<file path="config.mk">
export PLATFORM = sky130hd
export DESIGN_NAME = uart_tx_scheduler
export DESIGN_NICKNAME = d
export VERILOG_FILES = /design/src/rtl/uart_tx_scheduler.sv
export SDC_FILE = /design/constraint.sdc
export NUM_CORES = 1
export LEC_CHECK = 0
export BUFFER_PORTS_ARGS = -buffer_cell sky130_fd_sc_hd__buf_2
export CORE_MARGIN = 2
export CORE_UTILIZATION = 53
export DETAILED_ROUTE_END_ITERATION = 10
export GPL_ROUTABILITY_DRIVEN = 1
export PLACE_DENSITY = 0.79
export SLEW_MARGIN = 25
export SYNTH_ARGS = -nofsm -noshare
export SYNTH_HDL_FRONTEND = slang
export SYNTH_SLANG_ARGS = --single-unit
</file>
<file path="constraint.sdc">
create_clock -name clk -period 2.2 [get_ports clk]
set_clock_uncertainty 0.1 [all_clocks]
set_input_delay 0.11 -clock clk [delete_from_list [all_inputs] [get_ports clk]]
set_output_delay 0.11 -clock clk [all_outputs]
set_load 0.005 [all_outputs]
</file>
<file path="src/rtl/uart_tx_scheduler.sv">
// Round-robin scheduler sharing one 8N1 UART transmit line between NUM_REQ requesters.
// Bit timing is driven by an external baud_tick enable; each bit lasts OVERSAMPLE ticks.
module uart_tx_scheduler #(
  parameter int unsigned NUM_REQ    = 4,
  parameter int unsigned DATA_BITS  = 8,
  parameter int unsigned OVERSAMPLE = 16,
  parameter int unsigned ID_W       = 2
) (
  input  logic                           clk,
  input  logic                           reset_n,
  input  logic                           baud_tick,
  input  logic [NUM_REQ-1:0]             req_valid,
  input  logic [NUM_REQ*DATA_BITS-1:0]   req_data,
  output logic [NUM_REQ-1:0]             req_ready,
  output logic                           tx,
  output logic                           busy,
  output logic [ID_W-1:0]                grant_id
);

  localparam int unsigned TICK_W = (OVERSAMPLE > 1) ? $clog2(OVERSAMPLE) : 1;
  localparam int unsigned BIT_W  = (DATA_BITS > 1) ? $clog2(DATA_BITS) : 1;

  typedef enum logic [1:0] {IDLE, START, DATA, STOP} state_t;

  state_t                 state, state_n;
  logic [TICK_W-1:0]      tick_cnt, tick_n;
  logic [BIT_W-1:0]       bit_cnt, bit_n;
  logic [DATA_BITS-1:0]   shift_reg, shift_n;
  logic [ID_W-1:0]        rr_ptr, rr_n, grant_n;
  logic                   tx_n, busy_n;
  logic                   live;

  logic [DATA_BITS-1:0]   lane [NUM_REQ];
  logic                   found_hi, found_lo, found;
  logic [ID_W-1:0]        win_hi, win_lo, win;
  logic [DATA_BITS-1:0]   data_hi, data_lo, win_data;
  logic                   bit_end;

  for (genvar i = 0; i < NUM_REQ; i++) begin : g_lane
    assign lane[i] = req_data[i*DATA_BITS +: DATA_BITS];
  end

  // Round-robin pick: lowest valid index at or above rr_ptr, else wrap to lowest valid.
  always_comb begin
    found_hi = 1'b0;
    found_lo = 1'b0;
    win_hi   = '0;
    win_lo   = '0;
    data_hi  = '0;
    data_lo  = '0;
    for (int i = 0; i < NUM_REQ; i++) begin
      if (req_valid[i] && !found_lo) begin
        found_lo = 1'b1;
        win_lo   = ID_W'(i);
        data_lo  = lane[i];
      end
      if (req_valid[i] && !found_hi && (ID_W'(i) >= rr_ptr)) begin
        found_hi = 1'b1;
        win_hi   = ID_W'(i);
        data_hi  = lane[i];
      end
    end
    found    = found_lo;
    win      = found_hi ? win_hi : win_lo;
    win_data = found_hi ? data_hi : data_lo;
  end

  // Accept pulse; 'live' keeps it low while reset is held.
  always_comb begin
    req_ready = '0;
    for (int i = 0; i < NUM_REQ; i++) begin
      req_ready[i] = live && (state == IDLE) && found && (win == ID_W'(i));
    end
  end

  assign bit_end = baud_tick && (tick_cnt == TICK_W'(OVERSAMPLE - 1));

  always_comb begin
    state_n = state;
    tick_n  = tick_cnt;
    bit_n   = bit_cnt;
    shift_n = shift_reg;
    rr_n    = rr_ptr;
    grant_n = grant_id;

    if (state != IDLE && baud_tick) begin
      tick_n = bit_end ? '0 : tick_cnt + TICK_W'(1);
    end

    case (state)
      IDLE: begin
        if (live && found) begin
          state_n = START;
          shift_n = win_data;
          grant_n = win;
          rr_n    = (win == ID_W'(NUM_REQ - 1)) ? '0 : win + ID_W'(1);
          tick_n  = '0;
        end
      end
      START: begin
        if (bit_end) begin
          state_n = DATA;
          bit_n   = '0;
        end
      end
      DATA: begin
        if (bit_end) begin
          shift_n = shift_reg >> 1;
          if (bit_cnt == BIT_W'(DATA_BITS - 1)) begin
            state_n = STOP;
          end else begin
            bit_n = bit_cnt + BIT_W'(1);
          end
        end
      end
      STOP: begin
        if (bit_end) begin
          state_n = IDLE;
        end
      end
      default: state_n = IDLE;
    endcase

    case (state_n)
      START:   tx_n = 1'b0;
      DATA:    tx_n = shift_n[0];
      default: tx_n = 1'b1;
    endcase
    busy_n = (state_n != IDLE);
  end

  always_ff @(posedge clk or negedge reset_n) begin
    if (!reset_n) begin
      state     <= IDLE;
      tick_cnt  <= '0;
      bit_cnt   <= '0;
      shift_reg <= '0;
      rr_ptr    <= '0;
      grant_id  <= '0;
      tx        <= 1'b1;
      busy      <= 1'b0;
      live      <= 1'b0;
    end else begin
      state     <= state_n;
      tick_cnt  <= tick_n;
      bit_cnt   <= bit_n;
      shift_reg <= shift_n;
      rr_ptr    <= rr_n;
      grant_id  <= grant_n;
      tx        <= tx_n;
      busy      <= busy_n;
      live      <= 1'b1;
    end
  end

endmodule

</file>
==> flow_metrics.py <==
metrics = {
    "sta": {
        "setup_tns_ns": 0,
        "worst_pin_slew_ns": 0.553,
        "rsz0062_at_grt": "false",
        "fin_crit_sh": 0.945,
        "fin_ws_ns": 0.122,
        "finalHoldViolCount": 0,
        "relSlewSlack": 0.632,
        "min_period_ns": 2.08,
        "finalSetupViolations": 0,
        "timing.fmax_ghz": 0.481,
        "finalMaxSlewViolations": 0,
    },
    "die": {
        "core_area_um2": 3630,
        "rows": 22,
        "die_h_um": 65.1,
        "ios": 47,
        "start_util": 0.544,
        "die_w_um": 65.1,
        "dieArea_um2": 4240,
    },
    "worst_setup_path": {
        "cp-end-kind": "primary output",
        "path_class": "reg -> out",
        "crit_path_start_kind": "register",
        "r2r-end": "rr_ptr[1]",
        "crit_required_ns": 1.99,
        "critPathArrivalTime_ns": 1.87,
        "reg2reg_slack_ns": 0.41,
        "r2r-start": "rr_ptr[1]",
        "worstPathMaxFanout": 4,
        "critPathLaunch": "rr_ptr[1]",
        "r2r_cells": 7,
    },
    "synthesis": {
        "syn_area_per_cell_um2": 8.71,
        "synth_top_family_by_area": "compound AO/OA/AOI/OAI gates",
        "ys_async_sr_fraction": 1.00,
        "syn_inst": 227,
        "ys_types": 55,
        "synth_nets": 273,
        "seq_area_frac_synth": 0.304,
        "synth-xor-area-share": 0.0133,
        "synth_area_um2": 1980,
        "synth_mux_area_frac": 0.0582,
        "synth_edf_count": 0,
        "synth-simple-area-share": 0.197,
        "yosysWarnings": 0,
        "synth_adder_area_share": 0.0443,
        "ys_ff_latch": 24,
        "synth_ff_type": "dfrtp_1",
        "synth-compound-area-share": 0.312,
    },
    "global_route": {
        "antenna_found_initial": 0,
        "grt_usage": 0.232,
        "grt_pass1_vias": 1722,
        "grt_max_degree": 30,
        "overflow": 0,
        "grt_pass1_wl_mm": 7.84,
    },
    "cells_and_area": {
        "diodes": 0,
        "fin_cells": 322,
        "syn_to_final_growth_pct": 19.1,
        "final_nets": 321,
        "seqCellArea_um2": 604,
        "drive_gt1_frac": 0.328,
        "fin_area_um2": 2360,
        "largest_reg_flops": 8,
        "multi_input_area_um2": 1250,
        "fill_cells": 332,
    },
    "place": {
        "hpwlAfterDp_mm": 3.65,
        "portBuffers": 46,
        "dp_cells": 314,
        "place_ws_ns": 0.202,
        "placed_cell_area_um2": 2260,
        "finalWeightedCongestion": 0.835,
    },
    "pwr": {
        "p_per_area_nw_per_um2": 883,
        "clockPowerShare": 0.140,
        "power.leakage_nw": 1.08,
        "switching_share": 0.389,
        "combPwrFrac": 0.502,
        "p_switching_mw": 0.808,
        "seq_power_share": 0.357,
        "peakVddDrop_mv": 0.446,
        "p_int_mw": 1.27,
    },
    "hold_path": {
        "min_to": "shift_reg[7]",
        "hold_class": "in -> reg",
        "hold_depth": 3,
        "holdCritStartpoint": "req_data[15]",
    },
    "route": {
        "vias": 1920,
        "postRouteWirelength_mm": 4.86,
        "via_per_inst": 5.96,
        "drt_iter0_drc": 120,
        "wl_per_cell_um": 15.1,
        "drt_pass1_iterations": 4,
        "drc": 0,
        "antenna_left": 0,
    },
    "clock_network": {
        "h-tree-depth": 1,
        "clk_pin_slew_worst_paths_ns": 0.08,
        "insertion_delay_ns": 0.26,
        "clock-root-buffer": "clkbuf_8",
        "numCtsBuffers": 3,
        "cts_tree": "built",
        "cts_max_path_buffers": 2,
        "cts_sinks": 24,
    },
    "status": {
        "run_status": "finished clean",
    },
    "flow_run": {
        "maxCapViolations": 0,
    },
}
cell usage after synthesis (all sizes together) (2+ instances only):
library cell / number / area [um^2]
a211oi: 14 / 105
a21boi: 2 / 15.0
a21o: 4 / 30.0
a21oi: 10 / 50.1
a22oi: 9 / 72.6
and3: 6 / 37.5
and3b: 6 / 52.6
buf: 13 / 77.6
clkbuf: 6 / 23.8
dfrtp: 23 / 576
ha: 7 / 87.6
inv: 9 / 33.8
mux2: 9 / 105
nand2: 19 / 71.3
nand2b: 9 / 56.3
nand3: 2 / 10.0
nand3b: 2 / 15.0
nand4: 2 / 12.5
nor2: 5 / 18.8
nor2b: 5 / 31.3
nor3: 5 / 25.0
o21ai: 16 / 80.1
o221a: 6 / 67.6
o221ai: 8 / 70.1
o22ai: 6 / 37.5
o311ai: 2 / 17.5
xor2: 2 / 17.5
cell families after synthesis:
family	after synthesis
buffers and inverters	28
AND/OR/NAND/NOR	68
adder cells (fa/ha/maj)	7
multiplexers	10
flip-flops	24
other	1
XOR/XNOR	3
AO/OA/AOI/OAI	86
per-stage QoR:
step            util  power, mW  hold WS [ns]
2_1_floorplan      -       1.44        -0.286
3_3_place_gp   0.621       1.69        0.0127
3_5_place_dp   0.621       1.72        0.0211
4_1_cts        0.645       2.05        0.0212
5_1_grt        0.648       2.23        0.0386
6_report       0.648       2.08        0.0257
area by class of cell:
| type | instances | area share |
|---|---|---|
| Sequential cell | 24 | 0.257 |
| Multi-Input combinational cell | 175 | 0.529 |
| Timing Repair Buffer | 62 | 0.151 |
| Inverter | 9 | 0.0143 |
| Tap cell | 48 | 0.0255 |
| Clock buffer | 4 | 0.0234 |
layer usage:
metal / global-route usage / part of all wire / routed length, um / up-vias
li1: - / - / - / 958
met2: 0.390 / 0.48 / 2330 / 40
met1: 0.325 / 0.49 / 2390 / 920
met5: 0 / 0 / 0 / -
met4: 0.0625 / 0.0056 / 27 / 0
met3: 0.0154 / 0.024 / 116 / 2
power groups by stage:
stage	clock, mW	combinational, mW	sequential [mW]
2_1_floorplan	0	0.725	0.713
3_3_place_gp	0	0.932	0.757
3_5_place_dp	0	0.959	0.761
4_1_cts	0.302	1.01	0.744
5_1_grt	0.319	1.16	0.756
6_report	0.292	1.04	0.743
worst max-delay path by stage:
stage,end,cells past startpoint
2_1_floorplan,rr_ptr[1],7
3_3_place_gp,req_ready[0],9
3_5_place_dp,req_ready[0],9
4_1_cts,req_ready[3],6
5_1_grt,req_ready[0],7
6_report,req_ready[3],7
critical path, cell delays in order, from the launching register on:
cell and delay [ns]:
dfrtp_2 0.40, buf_4 0.12, mux2_2 0.32, o221ai_1 0.20, inv_1 0.11, ha_1 0.20
and3_1 0.13, buf_2 0.12
timing repair:
action | in CTS | in global routing
hold buffers | 1 | 0
hold endpoints to repair | 23 | 0
pin swaps | 0 | 1
buffers inserted | 2 | 1
setup endpoints to repair | 4 | 4
gates resized for setup | 2 | 2
cell usage in the layout, fill, tap and decap left out, types with 2 or more instances in the layout:
| cell type | count |
|---|---|
| nor2b_1 | 5 |
| a22oi_1 | 8 |
| clkbuf_8 | 4 |
| nand3b_1 | 2 |
| a211oi_1 | 13 |
| a21boi_0 | 2 |
| dfrtp_2 | 2 |
| ha_1 | 7 |
| a21oi_1 | 10 |
| a21o_1 | 4 |
| o21ai_1 | 3 |
| nand2_1 | 19 |
| nand3_1 | 2 |
| o221a_2 | 6 |
| nor3_1 | 5 |
| nor2_1 | 5 |
| and3_1 | 6 |
| o22ai_1 | 6 |
| nand4_1 | 2 |
| xor2_1 | 2 |
| and3b_1 | 6 |
| dfrtp_1 | 21 |
| o21ai_0 | 13 |
| nand2b_1 | 9 |
| o221ai_1 | 8 |
| mux2_2 | 8 |
| buf_4 | 14 |
| inv_1 | 9 |
| buf_2 | 46 |
Power figures use the tool's default switching activity.
